<file path="config.mk">
export PLATFORM = sky130hd
export DESIGN_NAME = stream_mux_rr
export DESIGN_NICKNAME = d
export VERILOG_FILES = /design/src/rtl/stream_mux_pkg.sv /design/src/rtl/rr_arbiter.sv /design/src/rtl/stream_mux_rr.sv
export SDC_FILE = /design/constraint.sdc
export NUM_CORES = 1
export LEC_CHECK = 0
export ABC_AREA = 1
export BUFFER_PORTS_ARGS = -buffer_cell sky130_fd_sc_hd__buf_4
export CAP_MARGIN = 20
export CORE_MARGIN = 2
export CORE_UTILIZATION = 35
export CTS_BUF_LIST = sky130_fd_sc_hd__clkbuf_8
export DETAILED_ROUTE_END_ITERATION = 12
export SETUP_SLACK_MARGIN = 0.05
export SYNTH_ARGS = -nofsm -noshare
export SYNTH_HDL_FRONTEND = slang
export SYNTH_SLANG_ARGS = --single-unit
</file>
<file path="constraint.sdc">
create_clock -name clk -period 4.4 [get_ports clk]
set_input_delay 0 -clock clk [delete_from_list [all_inputs] [get_ports clk]]
set_output_delay 0 -clock clk [all_outputs]
set_load 0.01 [all_outputs]
</file>
<file path="src/rtl/stream_mux_pkg.sv">
// Shared encodings and helpers for the stream_mux_rr block.
package stream_mux_pkg;

  localparam logic MODE_RR    = 1'b0;
  localparam logic MODE_FIXED = 1'b1;

  function automatic int unsigned wrap_inc(
    input int unsigned idx,
    input int unsigned n
  );
    return (idx + 1 >= n) ? 0 : idx + 1;
  endfunction

endpackage

</file>
<file path="src/rtl/rr_arbiter.sv">
// Combinational round-robin arbiter with optional grant hold.
module rr_arbiter #(
  parameter int N  = 4,
  parameter int CW = $clog2(N)
) (
  input  logic [N-1:0]  req_i,
  input  logic [CW-1:0] ptr_i,
  input  logic          hold_i,
  input  logic [CW-1:0] hold_idx_i,
  output logic [N-1:0]  gnt_o,
  output logic [CW-1:0] gnt_idx_o
);

  logic found;
  int   idx;

  always_comb begin
    gnt_o     = '0;
    gnt_idx_o = '0;
    found     = 1'b0;
    idx       = 0;
    if (hold_i) begin
      for (int i = 0; i < N; i++) begin
        if (hold_idx_i == CW'(i) && req_i[i]) begin
          gnt_o[i]  = 1'b1;
          gnt_idx_o = CW'(i);
        end
      end
    end else begin
      // Scan from ptr upward, wrapping modulo N.
      for (int k = 0; k < N; k++) begin
        idx = int'(ptr_i) + k;
        if (idx >= N) idx = idx - N;
        for (int i = 0; i < N; i++) begin
          if (!found && i == idx && req_i[i]) begin
            found     = 1'b1;
            gnt_o[i]  = 1'b1;
            gnt_idx_o = CW'(i);
          end
        end
      end
    end
  end

endmodule

</file>
<file path="src/rtl/stream_mux_rr.sv">
// N-channel stream mux, round-robin or fixed select, registered output.
// Optional packet lock: define MUX_PKT_LOCK_EN.
module stream_mux_rr
  import stream_mux_pkg::*;
#(
  parameter int N  = 4,
  parameter int W  = 8,
  parameter int CW = $clog2(N)
) (
  input  logic           clk,
  input  logic           rst_n,
  input  logic [N*W-1:0] in_data,
  input  logic [N-1:0]   in_valid,
  input  logic [N-1:0]   in_last,
  output logic [N-1:0]   in_ready,
  input  logic           mode,
  input  logic [CW-1:0]  sel,
  output logic [W-1:0]   out_data,
  output logic [CW-1:0]  out_ch,
  output logic           out_valid,
  input  logic           out_ready
);

  logic [CW-1:0] ptr_q, ptr_d;
  logic [CW-1:0] out_ch_q, out_ch_d;
  logic [W-1:0]  out_data_q, out_data_d;
  logic          out_valid_q, out_valid_d;

  logic [N-1:0]  arb_gnt;
  logic [CW-1:0] arb_idx, fix_idx, g;
  logic          fix_any, grant_any, load, hold;
  logic [W-1:0]  g_data;
  logic          g_last;

  rr_arbiter #(.N(N), .CW(CW)) u_arb (
    .req_i      (in_valid),
    .ptr_i      (ptr_q),
    .hold_i     (hold),
    .hold_idx_i (out_ch_q),
    .gnt_o      (arb_gnt),
    .gnt_idx_o  (arb_idx)
  );

  always_comb begin
    fix_any = 1'b0;
    fix_idx = '0;
    for (int i = 0; i < N; i++) begin
      if (sel == CW'(i) && in_valid[i]) begin
        fix_any = 1'b1;
        fix_idx = CW'(i);
      end
    end
  end

  always_comb begin
    if (mode == MODE_FIXED) begin
      grant_any = fix_any;
      g         = fix_idx;
    end else begin
      grant_any = |arb_gnt;
      g         = arb_idx;
    end
  end

  assign load = rst_n && grant_any && (!out_valid_q || out_ready);

  always_comb begin
    in_ready = '0;
    g_data   = '0;
    g_last   = 1'b0;
    for (int i = 0; i < N; i++) begin
      if (g == CW'(i)) begin
        in_ready[i] = load;
        g_data      = in_data[i*W +: W];
        g_last      = in_last[i];
      end
    end
  end

  always_comb begin
    ptr_d       = ptr_q;
    out_ch_d    = out_ch_q;
    out_data_d  = out_data_q;
    out_valid_d = out_valid_q;
    if (load) begin
      out_ch_d    = g;
      out_data_d  = g_data;
      out_valid_d = 1'b1;
      if (mode == MODE_RR) ptr_d = CW'(wrap_inc(32'(g), N));
    end else if (out_ready) begin
      out_valid_d = 1'b0;
    end
  end

  always_ff @(posedge clk or negedge rst_n) begin
    if (!rst_n) begin
      ptr_q       <= '0;
      out_ch_q    <= '0;
      out_data_q  <= '0;
      out_valid_q <= 1'b0;
    end else begin
      ptr_q       <= ptr_d;
      out_ch_q    <= out_ch_d;
      out_data_q  <= out_data_d;
      out_valid_q <= out_valid_d;
    end
  end

`ifdef MUX_PKT_LOCK_EN
  logic lock_q, lock_d;

  // The locked channel is always the one last loaded, i.e. out_ch_q.
  assign hold = lock_q && (mode == MODE_RR);

  always_comb begin
    lock_d = lock_q;
    if (mode == MODE_FIXED) lock_d = 1'b0;
    else if (load)          lock_d = !g_last;
  end

  always_ff @(posedge clk or negedge rst_n) begin
    if (!rst_n) lock_q <= 1'b0;
    else        lock_q <= lock_d;
  end
`else
  logic unused_last;
  assign hold        = 1'b0;
  assign unused_last = ^in_last ^ g_last;
`endif

  assign out_data  = out_data_q;
  assign out_ch    = out_ch_q;
  assign out_valid = out_valid_q;

endmodule

</file>
==> qor.yml <==
status: "completed"
ir_drop_v: 0.000158
nets: 272
critPathCapture: "out_data[1]"
synthToLayoutAreaGrowth_pct: 39.7
grt_pass1_wl_mm: 5.42
dr.pass1.iters: 4
grt_setup_unrepaired: "false"
cts_setup_buffers: 0
r2r_cells: 17
power_leakage_nw: 0.857
n_fill_cell: 365
critical_path.endpoint_type: "register"
yosysWarnings: 0
syn-cell-area_mm2: 0.00123
r2r_slack_ns: 0.81
crit_arrival_ns: 3.75
ys_top_cells_by_area: "dfrtp_1 27%, nand2_1 10%, mux2i_1 6.5%"
die-area_mm2: 0.00399
grt_max_degree: 27
root_buffer: "clkbuf_8"
drive_gt1_share_pct: 38.9
die_w_um: 63.2
clock.fmax_mhz: 278
first_global_vias: 1202
synth.net_count: 216
start_kind: "register"
cp_max_fo: 10
wire_per_inst_um: 11.6
tightest_slew_ns: 0.493
coreArea_mm2: 0.00336
diodes: 0
clock_sinks: 13
skew_ns: 0.000573
yosysTopAreaCellShare_pct: 26.5
drt_iter0_drc: 81
hold_path.class: "input pin to register"
postLayoutCoreUtil_pct: 50.9
slowest_stage: "dfrtp_1"
drv_cap: 0
required_ns: 4.56
multi_input_area_um2: 779
syn_inst: 166
seqCellArea_um2: 325
period_share_pct: 81.6
worstSetupStartpoint: "ptr_q[1]"
io_pins: 61
via_per_inst: 4.72
crit_type: "register to register"
yosys_register_bits: 13
drc_errors: 0
clockBufferDepth: 2
die_h_um: 63.2
grt_overflow_total: 0
cts_tree: "done"
synth_cell_types: 31
grt_antenna_before_repair: 0
cts_buffers: 3
synth_area_per_cell_um2: 7.39
yosys.area.top_type: "dfrtp_1"
rows: 21
rr_endpoint: "out_data[1]"
layout_min_cycle_time_ns: 3.59
finalWirelength_mm: 3.11
start_util_pct: 36.5
vias: 1260
clkTransAtPathRegs_ns: 0.05
portBuffers: 56
cp_cell_sequence: "nor2_1, inv_2, nand2_1, nand2_2, and2_1, a31oi_1, nand3b_1, a21oi_1, o21ai_0, o21bai_1, inv_1, ha_1, nor2_1, a22oi_1, o21ai_0, mux2i_1, o21ai_2"
hold_violations: 0
hold_start: "mode"
hpwl_mm: 2.57
setup_viol: 0
drtAntennaViolNets: 0
gp_congestion: 0.766
p_per_area_mw_per_mm2: 513
tns_ns: 0
cts_max_level: 1
r2r-start: "ptr_q[1]"
ys_seq_area_share_pct: 26.5
worstSkewPairLatency_ns: 0.23
slew_headroom_pct: 67.0
slowest_delay_ns: 0.45
drv_slew: 0
grt_usage_pct: 16.7
-- worst min-delay path by stage --
stage                             end  slack (ns)  cells past startpoint
after floorplan             out_ch[0]       -0.30                      0
after global placement    out_data[3]       -0.15                      1
after detailed placement  out_data[1]       -0.14                      1
after CTS                    ptr_q[0]        0.05                      4
after global routing         ptr_q[0]        0.07                      4
final                        ptr_q[1]        0.05                      4
-- critical path: cells and delay by family (launching register included) --
kind	cells	cell delay (ns)
AO/OA/AOI/OAI	7	1.28
adder cells (fa/ha/maj)	1	0.35
buffers and inverters	2	0.21
flip-flops	1	0.45
multiplexers	1	0.14
AND/OR/NAND/NOR	6	1.09
-- Yosys cell counts (all sizes together) --
cell type,number
a21oi,1
inv,20
o21ai,20
o31a,1
o21bai,1
a31o,1
nand3b,1
nand3,9
buf,3
a22oi,8
dfrtp,13
mux2i,8
clkbuf,3
nand4,3
nor2,19
and2,1
ha,4
nand2,43
a31oi,1
nor3,6
-- area by class of cell --
type | count | share of cell area, %
clock buffer | 3 | 2.41
multi-input combinational | 127 | 45.5
clock inverter | 1 | 0.219
inverter | 20 | 4.38
timing repair buffer | 57 | 25.1
tap | 46 | 3.36
sequential | 13 | 19.0
-- kinds of logic (layout without fill, tap and decap cells) --
group / count (synthesis) / after routing / synth area share, %
AO/OA/AOI/OAI: 33 / 33 / 18.2
adder cells (fa/ha/maj): 4 / 4 / 4.08
buffers and inverters: 26 / 81 / 9.90
flip-flops: 13 / 13 / 26.5
multiplexers: 8 / 8 / 6.53
AND/OR/NAND/NOR: 82 / 82 / 34.8
-- timing repair --
| item | CTS | global route |
|---|---|---|
| hold buffers | 1 | 0 |
| hold endpoints to repair | 13 | 0 |
| gates resized for setup | 0 | 0 |
-- through the flow --
step           setup WS, ns  hold slack, ns  power (mW)  cells  area (um2)
6_report              0.808          0.0533       0.879    267        1710
2_1_floorplan          1.41          -0.296       0.599    166        1230
4_1_cts               0.793          0.0484       0.887    267        1710
3_3_place_gp          0.943          -0.147       0.767    262        1660
5_1_grt               0.280          0.0669       0.971    267        1710
3_5_place_dp          0.790          -0.143       0.784    262        1660
-- cell usage in the layout (no fill, tap or decap), drive strengths merged --
cell / instances
a31o: 1
a21oi: 1
a22oi: 8
o31a: 1
nand2: 43
nand3: 9
and2: 1
inv: 21
dfrtp: 13
nor3: 6
buf: 56
nor2: 19
nand3b: 1
o21ai: 20
clkbuf: 3
ha: 4
a31oi: 1
o21bai: 1
dlygate4sd3: 1
nand4: 3
mux2i: 8
-- per-layer routing --
layer,routed length (um),track usage [%],vias to the layer above
met5,0,0,-
met4,25,4.89,0
met3,241,1.79,2
met2,1350,25.9,60
met1,1490,24.4,534
li1,-,-,664
-- sequential cells by signal, indices dropped and copies added (netlist names) --
signal and count:
out_ch 2, out_data 8, out_valid 1, ptr_q 2
-- report_power, final --
group / switching (mW) / leakage (nW) / internal [mW]
sequential: 0.0453 / 0.165 / 0.175
clock: 0.0378 / 0.0269 / 0.0613
combinational: 0.318 / 0.665 / 0.243
total: 0.401 / 0.857 / 0.479
Note: power is estimated with default switching activity, not from simulation.
